File: src/rtl/data_bus_arbiter_if.sv
// Ibex-style data bus: request/grant channel plus in-order response channel.
// The master modport issues requests and the slave modport answers them.
interface ibex_data_bus;
  logic        req;
  logic        gnt;
  logic        rvalid;
  logic        we;
  logic [3:0]  be;
  logic [31:0] addr;
  logic [31:0] wdata;
  logic [31:0] rdata;
  logic [6:0]  rdata_intg;
  logic        err;

  modport master (
    output req, we, be, addr, wdata,
    input  gnt, rvalid, rdata, rdata_intg, err
  );

  modport slave (
    input  req, we, be, addr, wdata,
    output gnt, rvalid, rdata, rdata_intg, err
  );
endinterface

File: src/rtl/data_bus_arbiter.sv
// Merges the core LSU (master 0) and an auxiliary master (1) onto one data bus.
// Responses are routed back through an in-order ID FIFO. Define
// DATA_BUS_ARB_ROUND_ROBIN_EN for round-robin conflicts; default is core priority.
module data_bus_arbiter #(
  parameter int unsigned MAX_OUTSTANDING = 2
) (
  input  logic        clk,
  input  logic        rst_n,
  ibex_data_bus.slave  core_bus,
  ibex_data_bus.slave  aux_bus,
  ibex_data_bus.master mem_bus,
  output logic        resp_orphan
);

  typedef enum logic {
    MST_CORE = 1'b0,
    MST_AUX  = 1'b1
  } mst_e;

  localparam int unsigned CW = $clog2(MAX_OUTSTANDING + 1);
  localparam int unsigned PW = (MAX_OUTSTANDING > 1) ? $clog2(MAX_OUTSTANDING) : 1;
  localparam logic [CW-1:0] CNT_MAX  = CW'(MAX_OUTSTANDING);
  localparam logic [PW-1:0] PTR_LAST = PW'(MAX_OUTSTANDING - 1);

  mst_e          fifo_q [MAX_OUTSTANDING];
  logic [CW-1:0] count_q, count_d;
  logic [PW-1:0] wptr_q, wptr_d;
  logic [PW-1:0] rptr_q, rptr_d;
  logic          orphan_q, orphan_d;

  logic full, sel_valid, sel_aux, push, pop;
  mst_e sel_id, conflict_win, head_id;

`ifdef DATA_BUS_ARB_ROUND_ROBIN_EN
  mst_e last_q, last_d;
`endif

  function automatic logic [PW-1:0] ptr_inc(input logic [PW-1:0] p);
    return (p == PTR_LAST) ? '0 : p + PW'(1);
  endfunction

  // A pop in this cycle frees a slot, so a full FIFO still accepts a request
  // when rvalid is present; this sustains one transfer per cycle at depth 1.
  always_comb begin
    full = (count_q == CNT_MAX) && !mem_bus.rvalid;
`ifdef DATA_BUS_ARB_ROUND_ROBIN_EN
    conflict_win = (last_q == MST_AUX) ? MST_CORE : MST_AUX;
`else
    conflict_win = MST_CORE;
`endif
    if (core_bus.req && aux_bus.req) begin
      sel_id = conflict_win;
    end else if (aux_bus.req) begin
      sel_id = MST_AUX;
    end else begin
      sel_id = MST_CORE;
    end
    sel_valid = (core_bus.req || aux_bus.req) && !full;
    sel_aux   = sel_valid && (sel_id == MST_AUX);
  end

  assign mem_bus.req   = sel_valid;
  assign mem_bus.we    = sel_aux ? aux_bus.we    : core_bus.we;
  assign mem_bus.be    = sel_aux ? aux_bus.be    : core_bus.be;
  assign mem_bus.addr  = sel_aux ? aux_bus.addr  : core_bus.addr;
  assign mem_bus.wdata = sel_aux ? aux_bus.wdata : core_bus.wdata;

  assign core_bus.gnt = sel_valid && (sel_id == MST_CORE) && mem_bus.gnt;
  assign aux_bus.gnt  = sel_aux && mem_bus.gnt;

  assign push    = sel_valid && mem_bus.gnt;
  assign pop     = mem_bus.rvalid && (count_q != '0);
  assign head_id = fifo_q[rptr_q];

  assign core_bus.rvalid     = pop && (head_id == MST_CORE);
  assign aux_bus.rvalid      = pop && (head_id == MST_AUX);
  assign core_bus.rdata      = mem_bus.rdata;
  assign aux_bus.rdata       = mem_bus.rdata;
  assign core_bus.rdata_intg = mem_bus.rdata_intg;
  assign aux_bus.rdata_intg  = mem_bus.rdata_intg;
  assign core_bus.err        = mem_bus.err;
  assign aux_bus.err         = mem_bus.err;

  assign resp_orphan = orphan_q;

  always_comb begin
    count_d = count_q;
    case ({push, pop})
      2'b10:   count_d = count_q + CW'(1);
      2'b01:   count_d = count_q - CW'(1);
      default: count_d = count_q;
    endcase
    wptr_d   = push ? ptr_inc(wptr_q) : wptr_q;
    rptr_d   = pop  ? ptr_inc(rptr_q) : rptr_q;
    orphan_d = orphan_q || (mem_bus.rvalid && (count_q == '0));
`ifdef DATA_BUS_ARB_ROUND_ROBIN_EN
    last_d = push ? sel_id : last_q;
`endif
  end

  always_ff @(posedge clk or negedge rst_n) begin
    if (!rst_n) begin
      count_q  <= '0;
      wptr_q   <= '0;
      rptr_q   <= '0;
      orphan_q <= 1'b0;
      for (int unsigned i = 0; i < MAX_OUTSTANDING; i++) begin
        fifo_q[i] <= MST_CORE;
      end
`ifdef DATA_BUS_ARB_ROUND_ROBIN_EN
      last_q <= MST_AUX;
`endif
    end else begin
      count_q  <= count_d;
      wptr_q   <= wptr_d;
      rptr_q   <= rptr_d;
      orphan_q <= orphan_d;
      if (push) begin
        fifo_q[wptr_q] <= sel_id;
      end
`ifdef DATA_BUS_ARB_ROUND_ROBIN_EN
      last_q <= last_d;
`endif
    end
  end

endmodule

File: src/flat_wrapper.sv
// flat-port wrapper written by rule: the top's interface ports become plain ports
module data_bus_arbiter_flat 
#(
  parameter int unsigned MAX_OUTSTANDING = 2
)
  (clk, rst_n, resp_orphan, core_bus_req, core_bus_we, core_bus_be, core_bus_addr, core_bus_wdata, core_bus_gnt, core_bus_rvalid, core_bus_rdata, core_bus_rdata_intg, core_bus_err, aux_bus_req, aux_bus_we, aux_bus_be, aux_bus_addr, aux_bus_wdata, aux_bus_gnt, aux_bus_rvalid, aux_bus_rdata, aux_bus_rdata_intg, aux_bus_err, mem_bus_req, mem_bus_we, mem_bus_be, mem_bus_addr, mem_bus_wdata, mem_bus_gnt, mem_bus_rvalid, mem_bus_rdata, mem_bus_rdata_intg, mem_bus_err);
  ibex_data_bus core_bus_i ();
  ibex_data_bus aux_bus_i ();
  ibex_data_bus mem_bus_i ();
  input  logic clk;
  input  logic rst_n;
  output logic resp_orphan;
  input wire logic [$bits(core_bus_i.req)-1:0] core_bus_req;
  input wire logic [$bits(core_bus_i.we)-1:0] core_bus_we;
  input wire logic [$bits(core_bus_i.be)-1:0] core_bus_be;
  input wire logic [$bits(core_bus_i.addr)-1:0] core_bus_addr;
  input wire logic [$bits(core_bus_i.wdata)-1:0] core_bus_wdata;
  output wire logic [$bits(core_bus_i.gnt)-1:0] core_bus_gnt;
  output wire logic [$bits(core_bus_i.rvalid)-1:0] core_bus_rvalid;
  output wire logic [$bits(core_bus_i.rdata)-1:0] core_bus_rdata;
  output wire logic [$bits(core_bus_i.rdata_intg)-1:0] core_bus_rdata_intg;
  output wire logic [$bits(core_bus_i.err)-1:0] core_bus_err;
  input wire logic [$bits(aux_bus_i.req)-1:0] aux_bus_req;
  input wire logic [$bits(aux_bus_i.we)-1:0] aux_bus_we;
  input wire logic [$bits(aux_bus_i.be)-1:0] aux_bus_be;
  input wire logic [$bits(aux_bus_i.addr)-1:0] aux_bus_addr;
  input wire logic [$bits(aux_bus_i.wdata)-1:0] aux_bus_wdata;
  output wire logic [$bits(aux_bus_i.gnt)-1:0] aux_bus_gnt;
  output wire logic [$bits(aux_bus_i.rvalid)-1:0] aux_bus_rvalid;
  output wire logic [$bits(aux_bus_i.rdata)-1:0] aux_bus_rdata;
  output wire logic [$bits(aux_bus_i.rdata_intg)-1:0] aux_bus_rdata_intg;
  output wire logic [$bits(aux_bus_i.err)-1:0] aux_bus_err;
  output wire logic [$bits(mem_bus_i.req)-1:0] mem_bus_req;
  output wire logic [$bits(mem_bus_i.we)-1:0] mem_bus_we;
  output wire logic [$bits(mem_bus_i.be)-1:0] mem_bus_be;
  output wire logic [$bits(mem_bus_i.addr)-1:0] mem_bus_addr;
  output wire logic [$bits(mem_bus_i.wdata)-1:0] mem_bus_wdata;
  input wire logic [$bits(mem_bus_i.gnt)-1:0] mem_bus_gnt;
  input wire logic [$bits(mem_bus_i.rvalid)-1:0] mem_bus_rvalid;
  input wire logic [$bits(mem_bus_i.rdata)-1:0] mem_bus_rdata;
  input wire logic [$bits(mem_bus_i.rdata_intg)-1:0] mem_bus_rdata_intg;
  input wire logic [$bits(mem_bus_i.err)-1:0] mem_bus_err;
  assign core_bus_i.req = core_bus_req;
  assign core_bus_i.we = core_bus_we;
  assign core_bus_i.be = core_bus_be;
  assign core_bus_i.addr = core_bus_addr;
  assign core_bus_i.wdata = core_bus_wdata;
  assign core_bus_gnt = core_bus_i.gnt;
  assign core_bus_rvalid = core_bus_i.rvalid;
  assign core_bus_rdata = core_bus_i.rdata;
  assign core_bus_rdata_intg = core_bus_i.rdata_intg;
  assign core_bus_err = core_bus_i.err;
  assign aux_bus_i.req = aux_bus_req;
  assign aux_bus_i.we = aux_bus_we;
  assign aux_bus_i.be = aux_bus_be;
  assign aux_bus_i.addr = aux_bus_addr;
  assign aux_bus_i.wdata = aux_bus_wdata;
  assign aux_bus_gnt = aux_bus_i.gnt;
  assign aux_bus_rvalid = aux_bus_i.rvalid;
  assign aux_bus_rdata = aux_bus_i.rdata;
  assign aux_bus_rdata_intg = aux_bus_i.rdata_intg;
  assign aux_bus_err = aux_bus_i.err;
  assign mem_bus_req = mem_bus_i.req;
  assign mem_bus_we = mem_bus_i.we;
  assign mem_bus_be = mem_bus_i.be;
  assign mem_bus_addr = mem_bus_i.addr;
  assign mem_bus_wdata = mem_bus_i.wdata;
  assign mem_bus_i.gnt = mem_bus_gnt;
  assign mem_bus_i.rvalid = mem_bus_rvalid;
  assign mem_bus_i.rdata = mem_bus_rdata;
  assign mem_bus_i.rdata_intg = mem_bus_rdata_intg;
  assign mem_bus_i.err = mem_bus_err;
  data_bus_arbiter #(.MAX_OUTSTANDING(MAX_OUTSTANDING)) u_core (.clk(clk), .rst_n(rst_n), .core_bus(core_bus_i), .aux_bus(aux_bus_i), .mem_bus(mem_bus_i), .resp_orphan(resp_orphan));
endmodule
File: config.mk
export PLATFORM = sky130hd
export DESIGN_NAME = data_bus_arbiter_flat
export DESIGN_NICKNAME = d
export VERILOG_FILES = /design/src/rtl/data_bus_arbiter_if.sv /design/src/rtl/data_bus_arbiter.sv /design/src/flat_wrapper.sv
export SDC_FILE = /design/constraint.sdc
export NUM_CORES = 1
export LEC_CHECK = 0
export CORE_AREA = 5 5 128 130
export DETAILED_ROUTE_END_ITERATION = 8
export DIE_AREA = 0 0 133 135
export GPL_ROUTABILITY_DRIVEN = 0
export SLEW_MARGIN = 0
export SYNTH_ARGS = -nofsm -noshare
export SYNTH_HDL_FRONTEND = slang
export SYNTH_SLANG_ARGS = --single-unit
export TNS_END_PERCENT = 50
File: constraint.sdc
create_clock -name clk -period 3.9 [get_ports clk]
set_input_delay 0.975 -clock clk [delete_from_list [all_inputs] [get_ports clk]]
set_output_delay 0.975 -clock clk [all_outputs]
set_load 0.005 [all_outputs]
# ---- Word-level counts from Yosys, hierarchy flattened
# Cells that the tools add are included.
dict set report op_classes {
  bitwise_logic 4
  n_reduce_logical 20
  muxes 15
  n_shift 0
  n_mul 0
  n_div 0
  add_sub_neg 4
  eq_ne 3
  order_cmp 3
}
# op n
set op_table {}
lappend op_table {{32-bit 2-to-1 mux} 2}
lappend op_table {{1-bit logical AND} 13}
lappend op_table {{1-bit 2-to-1 mux} 9}
lappend op_table {{2-bit equality test, second input constant} 2}
lappend op_table {{2-bit greater-or-equal comparator, second input constant} 2}
lappend op_table {{4-bit 2-to-1 mux} 1}
lappend op_table {{1-bit NOT with 2-bit output} 2}
lappend op_table {{2-bit case mux with 2 select lines} 1}
lappend op_table {{2-bit nonzero test} 2}
lappend op_table {{1-bit adder, second input constant} 2}
lappend op_table {{2-bit by 1-bit adder with 2-bit output, second input constant} 1}
lappend op_table {{2-bit bitwise mux} 1}
lappend op_table {{2-bit by 1-bit equality test with 1-bit output, second input constant} 1}
lappend op_table {{1-bit logical NOT} 2}
lappend op_table {{2-bit logical NOT} 1}
lappend op_table {{1-bit logical OR} 2}
lappend op_table {{2-bit by 1-bit < comparator with 1-bit output, second input constant} 1}
lappend op_table {{1-bit NOT} 2}
lappend op_table {{2-bit by 1-bit subtractor with 2-bit output, second input constant} 1}
lappend op_table {{1-bit demux with 1-bit select} 1}
dict set report word_totals {
  rom_bits 0
  out_inout_bits 155
  memories 0
  wordCells 55
  latch_bits 0
  register_bits 7
  mem_bits_rw 0
}

# ---- Logic depth before layout (Yosys ltp)
dict set report logic_depth {
  depth_word 7
  mapped_depth 7
  depth_no_buf 7
}

# ---- Worst setup path after synthesis
# Ideal clock, no wire load.
dict set report synth_path {
  kind {input to output}
  startpoint {input port aux_bus_req}
  endpoint {output port mem_bus_addr[0]}
  path_slack_ns 0.970
  path_buffers 2
  stages 5
  arrival_time_ns 1.955
  path_cell_list {nor2b_1 nor2b_2 buf_6 buf_12 mux2_4}
}
dict set report synth_via {
  elab_chain_cells 4
  word_cells_on_any_way 7
  classes_between {mux: 3; reduce/logical: 4}
}
# item line_no
set synth_lines {}
lappend synth_lines {{from (decl)} flat_wrapper.sv:23} ;# input wire logic [$bits(aux_bus_i.req)-1:0] aux_bus_req;
lappend synth_lines {{1-bit 2-to-1 mux (tied with other cells)} data_bus_arbiter.sv:53} ;# end else if (aux_bus.req) begin
lappend synth_lines {{1-bit 2-to-1 mux / 1-bit logical AND (equally long branches)} {data_bus_arbiter.sv:51, data_bus_arbiter.sv:58}}
lappend synth_lines {{1-bit logical AND *} data_bus_arbiter.sv:59} ;# sel_aux = sel_valid && (sel_id == MST_AUX);
lappend synth_lines {{32-bit 2-to-1 mux *} data_bus_arbiter.sv:65} ;# assign mem_bus.addr = sel_aux ? aux_bus.addr : core_bus.addr;
lappend synth_lines {{to (decl)} flat_wrapper.sv:36} ;# output wire logic [$bits(mem_bus_i.addr)-1:0] mem_bus_addr;
# Mark *: on every way between the ends. The rest lies on a longest branch, timed or not.

# ---- Worst setup path after layout
dict set report layout_path {
  startpoint {input port mem_bus_rvalid}
  endpoint {output port mem_bus_be[1]}
}
dict set report layout_via {
  elab_chain_cells 6
}
# item line_no
set layout_lines {}
lappend layout_lines {{from (decl)} flat_wrapper.sv:39} ;# input wire logic [$bits(mem_bus_i.rvalid)-1:0] mem_bus_rvalid;
lappend layout_lines {{1-bit logical NOT} data_bus_arbiter.sv:45} ;# full = (count_q == CNT_MAX) && !mem_bus.rvalid;
lappend layout_lines {{1-bit logical AND} data_bus_arbiter.sv:45}
lappend layout_lines {{1-bit logical NOT} data_bus_arbiter.sv:58} ;# sel_valid = (core_bus.req || aux_bus.req) && !full;
lappend layout_lines {{1-bit logical AND} data_bus_arbiter.sv:58}
lappend layout_lines {{1-bit logical AND} data_bus_arbiter.sv:59}
lappend layout_lines {{4-bit 2-to-1 mux} data_bus_arbiter.sv:64} ;# assign mem_bus.be = sel_aux ? aux_bus.be : core_bus.be;
lappend layout_lines {{to (decl)} flat_wrapper.sv:35} ;# output wire logic [$bits(mem_bus_i.be)-1:0] mem_bus_be;
# Every way passes these cells.

==> out/metrics.csv <==
metric,value,unit
outcome,"finished, final reports clean",
"area leader, netlist",mux2_4,
CTS sink cnt,7,
fin cells,549,
total gr overflow,0,
DRT iter0 DRCs,30,
Detail Route Antenna Nets,0,
"Design Area, Final",0.004273,mm²
Synth top area share,47.92,%
Synth cell types,22,
CTS max path bufs,2,
# Max-Cap Violations,0,
Synthesis Warnings,0,
crit-path max FO,8,
Critical Path RT,2920,ps
first-pass GRT wire length,13660,µm
most frequent cells in the layout,"clkdlybuf4s50_1 (160), mux2_4 (69), dlygate4sd2_1 (52), buf_4 (26), dfrtp_1 (7)",
GRT Total Usage,9.712,%
"commonest non-fill, non-tap cell in the layout",clkdlybuf4s50_1,
RSZ-0062 raised after global routing,false,
CP endpoint,mem_bus_be[1],
worst min path class,reg2reg,
total vias in the final route,1964,
Routed WL,9935,µm
Fin. Hold Viols,0,
# DRC,0,
WP depth,7,
CP bufs+invs,4,
layout cells sized above 1,31.02,%
drt first pass iters,4,
clk root buf,clkbuf_16,
CTS Hold Bufs,0,
largest net degree at the start of global routing,19,
Starting Density,14.38,%
startpoint types,input pin,
Synth Area per Inst,11.26,µm²
"slowest stage delay, CP",470,ps
setup violators final,0,
final setup margin,95.27,ps
Mapped Nets,377,
Max Fclk,262.8,MHz
"Critical Path, Cell by Cell","clkdlybuf4s50_1, nor3b_4, nor2b_4, buf_12, buf_16, mux2_4, clkdlybuf4s50_1",
Worst Max-Slew Pin Slew,495.5,ps
slowest cell on the critical path,clkdlybuf4s50_1,
min Tclk post-route,3805,ps
Total Power,1025,µW
#FFs+latches synth,7,
core box area,0.01503,mm²
worst r2r src,u_core.count_q[0]$_DFFE_PN0P_,
Pwr Density,239.9,mW/mm²
leading post-synthesis cells by cell area,"mux2_4 (48%), buf_4 (28%), dfrtp_1 (8.1%), buf_12 (6.5%), xnor2_1 (1.2%)",
Post-Synthesis Cells,192,
Mapped Area,0.002162,mm²
worst r2r path cells,5,
die area,0.01796,mm²
H-tree Lvls,1,
TritonCTS Buffers,3,
dpl hpwl,7882,µm
Crit path max-delay family,buffers and inverters,
Die Ht,135,µm
pre-CTS setup slack,-91.91,ps
# rows,45,
placed inst area,0.003895,mm²
per-cell routed wire length,18.10,µm
nets@finish,547,
Worst Setup Path Type,in2out,
Via density,3.577,
Critical Path Source,mem_bus_rvalid,
critical path arrival,2830,ps
CTS tree,done,
sequential cell area fraction in the yosys report,8.102,%
peak supply drop,0.3251,mV
clock skew,1.214,ps
"most used cell, CP",clkdlybuf4s50_1,
Antenna Cells,0,
Leak Pwr,0.001924,µW
clk_lat worst skew,230,ps
PortBufs,218,
"Reg clk slew, reported paths",40,ps
fin crit share,97.56,%
flop2flop setup slack,2140,ps
crit end category,output pin,
initial antenna violation count,0,
vias in the first global route,2115,
worst slew margin relative to its limit,66.62,%
Boundary Pins,339,
Die Wd,133,µm
dpl cells,515,
Slew Limit Fails,0,
Area growth syn-to-layout,97.63,%
R2R Path End,u_core.count_q[1]$_DFFE_PN0P_,
[cells in the mapped netlist]
master / number
mux2_2: 2
xor2_1: 1
nor3_1: 2
nor2b_2: 1
o21ai_0: 3
nand2b_1: 1
nor3b_1: 1
nand2_1: 1
and2_1: 1
nor3b_4: 1
dfrtp_1: 7
buf_12: 7
nor2b_1: 2
ha_1: 1
xnor2_1: 3
inv_1: 1
buf_6: 1
a21o_1: 1
mux2_4: 69
buf_4: 80
mux2i_1: 1
nor2_1: 5
[state kept, by name, summed over array words and instances (netlist names)]
name                count
u_core.count_q          2
u_core.fifo_q           2
u_core.resp_orphan      1
u_core.rptr_q           1
u_core.wptr_q           1
[power breakdown]
group          switching, µW  internal (µW)
clock network           38.4            136
logic                    220            494
registers               31.5            106
[through the flow]
| step | hold WS [ps] | utilization (%) | TNS (ps) |
|---|---|---|---|
| after floorplan | 451.0 | - | 0 |
| after global placement | 444.2 | 25.91 | -4568 |
| after detailed placement | 463.7 | 25.91 | -2718 |
| after CTS | 476.1 | 26.96 | 0 |
| after global routing | 492.1 | 28.42 | 0 |
| final | 463.1 | 28.42 | 0 |
[kinds of logic after synthesis]
family                     count (synthesis)  share of synthesized area, %
DFF                                        7                         8.102
adders and majority gates                  1                        0.5786
and+or+nand+nor                           15                         4.283
AOI/OAI and AO/OA                          4                         1.042
buffers and inverters                     89                         34.95
xor gates and xnor gates                   4                         1.621
muxes                                     72                         49.42
[layout make-up]
cell class	instances	area, µm²
clock buffer	4	78.83
inverter	1	3.754
sequential	7	175.2
multi-input combinational	96	1244
tap	188	235.2
fill	1530	10760
timing repair buffer	253	2536
[worst min path at each step]
stage                                             from                           end  slack [ps]  cells past startpoint
after floorplan           u_core.resp_orphan$_DFF_PN0_  u_core.resp_orphan$_DFF_PN0_         450                      1
after global placement    u_core.resp_orphan$_DFF_PN0_  u_core.resp_orphan$_DFF_PN0_         440                      1
after detailed placement  u_core.resp_orphan$_DFF_PN0_  u_core.resp_orphan$_DFF_PN0_         460                      1
after CTS                 u_core.resp_orphan$_DFF_PN0_  u_core.resp_orphan$_DFF_PN0_         480                      1
after global routing      u_core.resp_orphan$_DFF_PN0_  u_core.resp_orphan$_DFF_PN0_         490                      1
final                     u_core.resp_orphan$_DFF_PN0_  u_core.resp_orphan$_DFF_PN0_         460                      1
[routing by layer]
metal | vias to the layer above | GRT usage [%] | wire (µm)
li1 | 909 | - | -
met2 | 136 | 15.89 | 4599
met3 | 10 | 3.838 | 1073
met1 | 909 | 12.31 | 4194
met4 | 0 | 1.501 | 67
met5 | - | 0 | 0
[repair_timing]
item                                    in CTS  in global routing
buffers inserted                             3                 24
cloned                                       3                  0
endpoints found under the setup margin      69                 20
pin swaps                                    0                  1
endpoints found under the hold margin        0                  0
resized for setup                           60                  6
No activity file was read; power rests on OpenSTA's default activity.
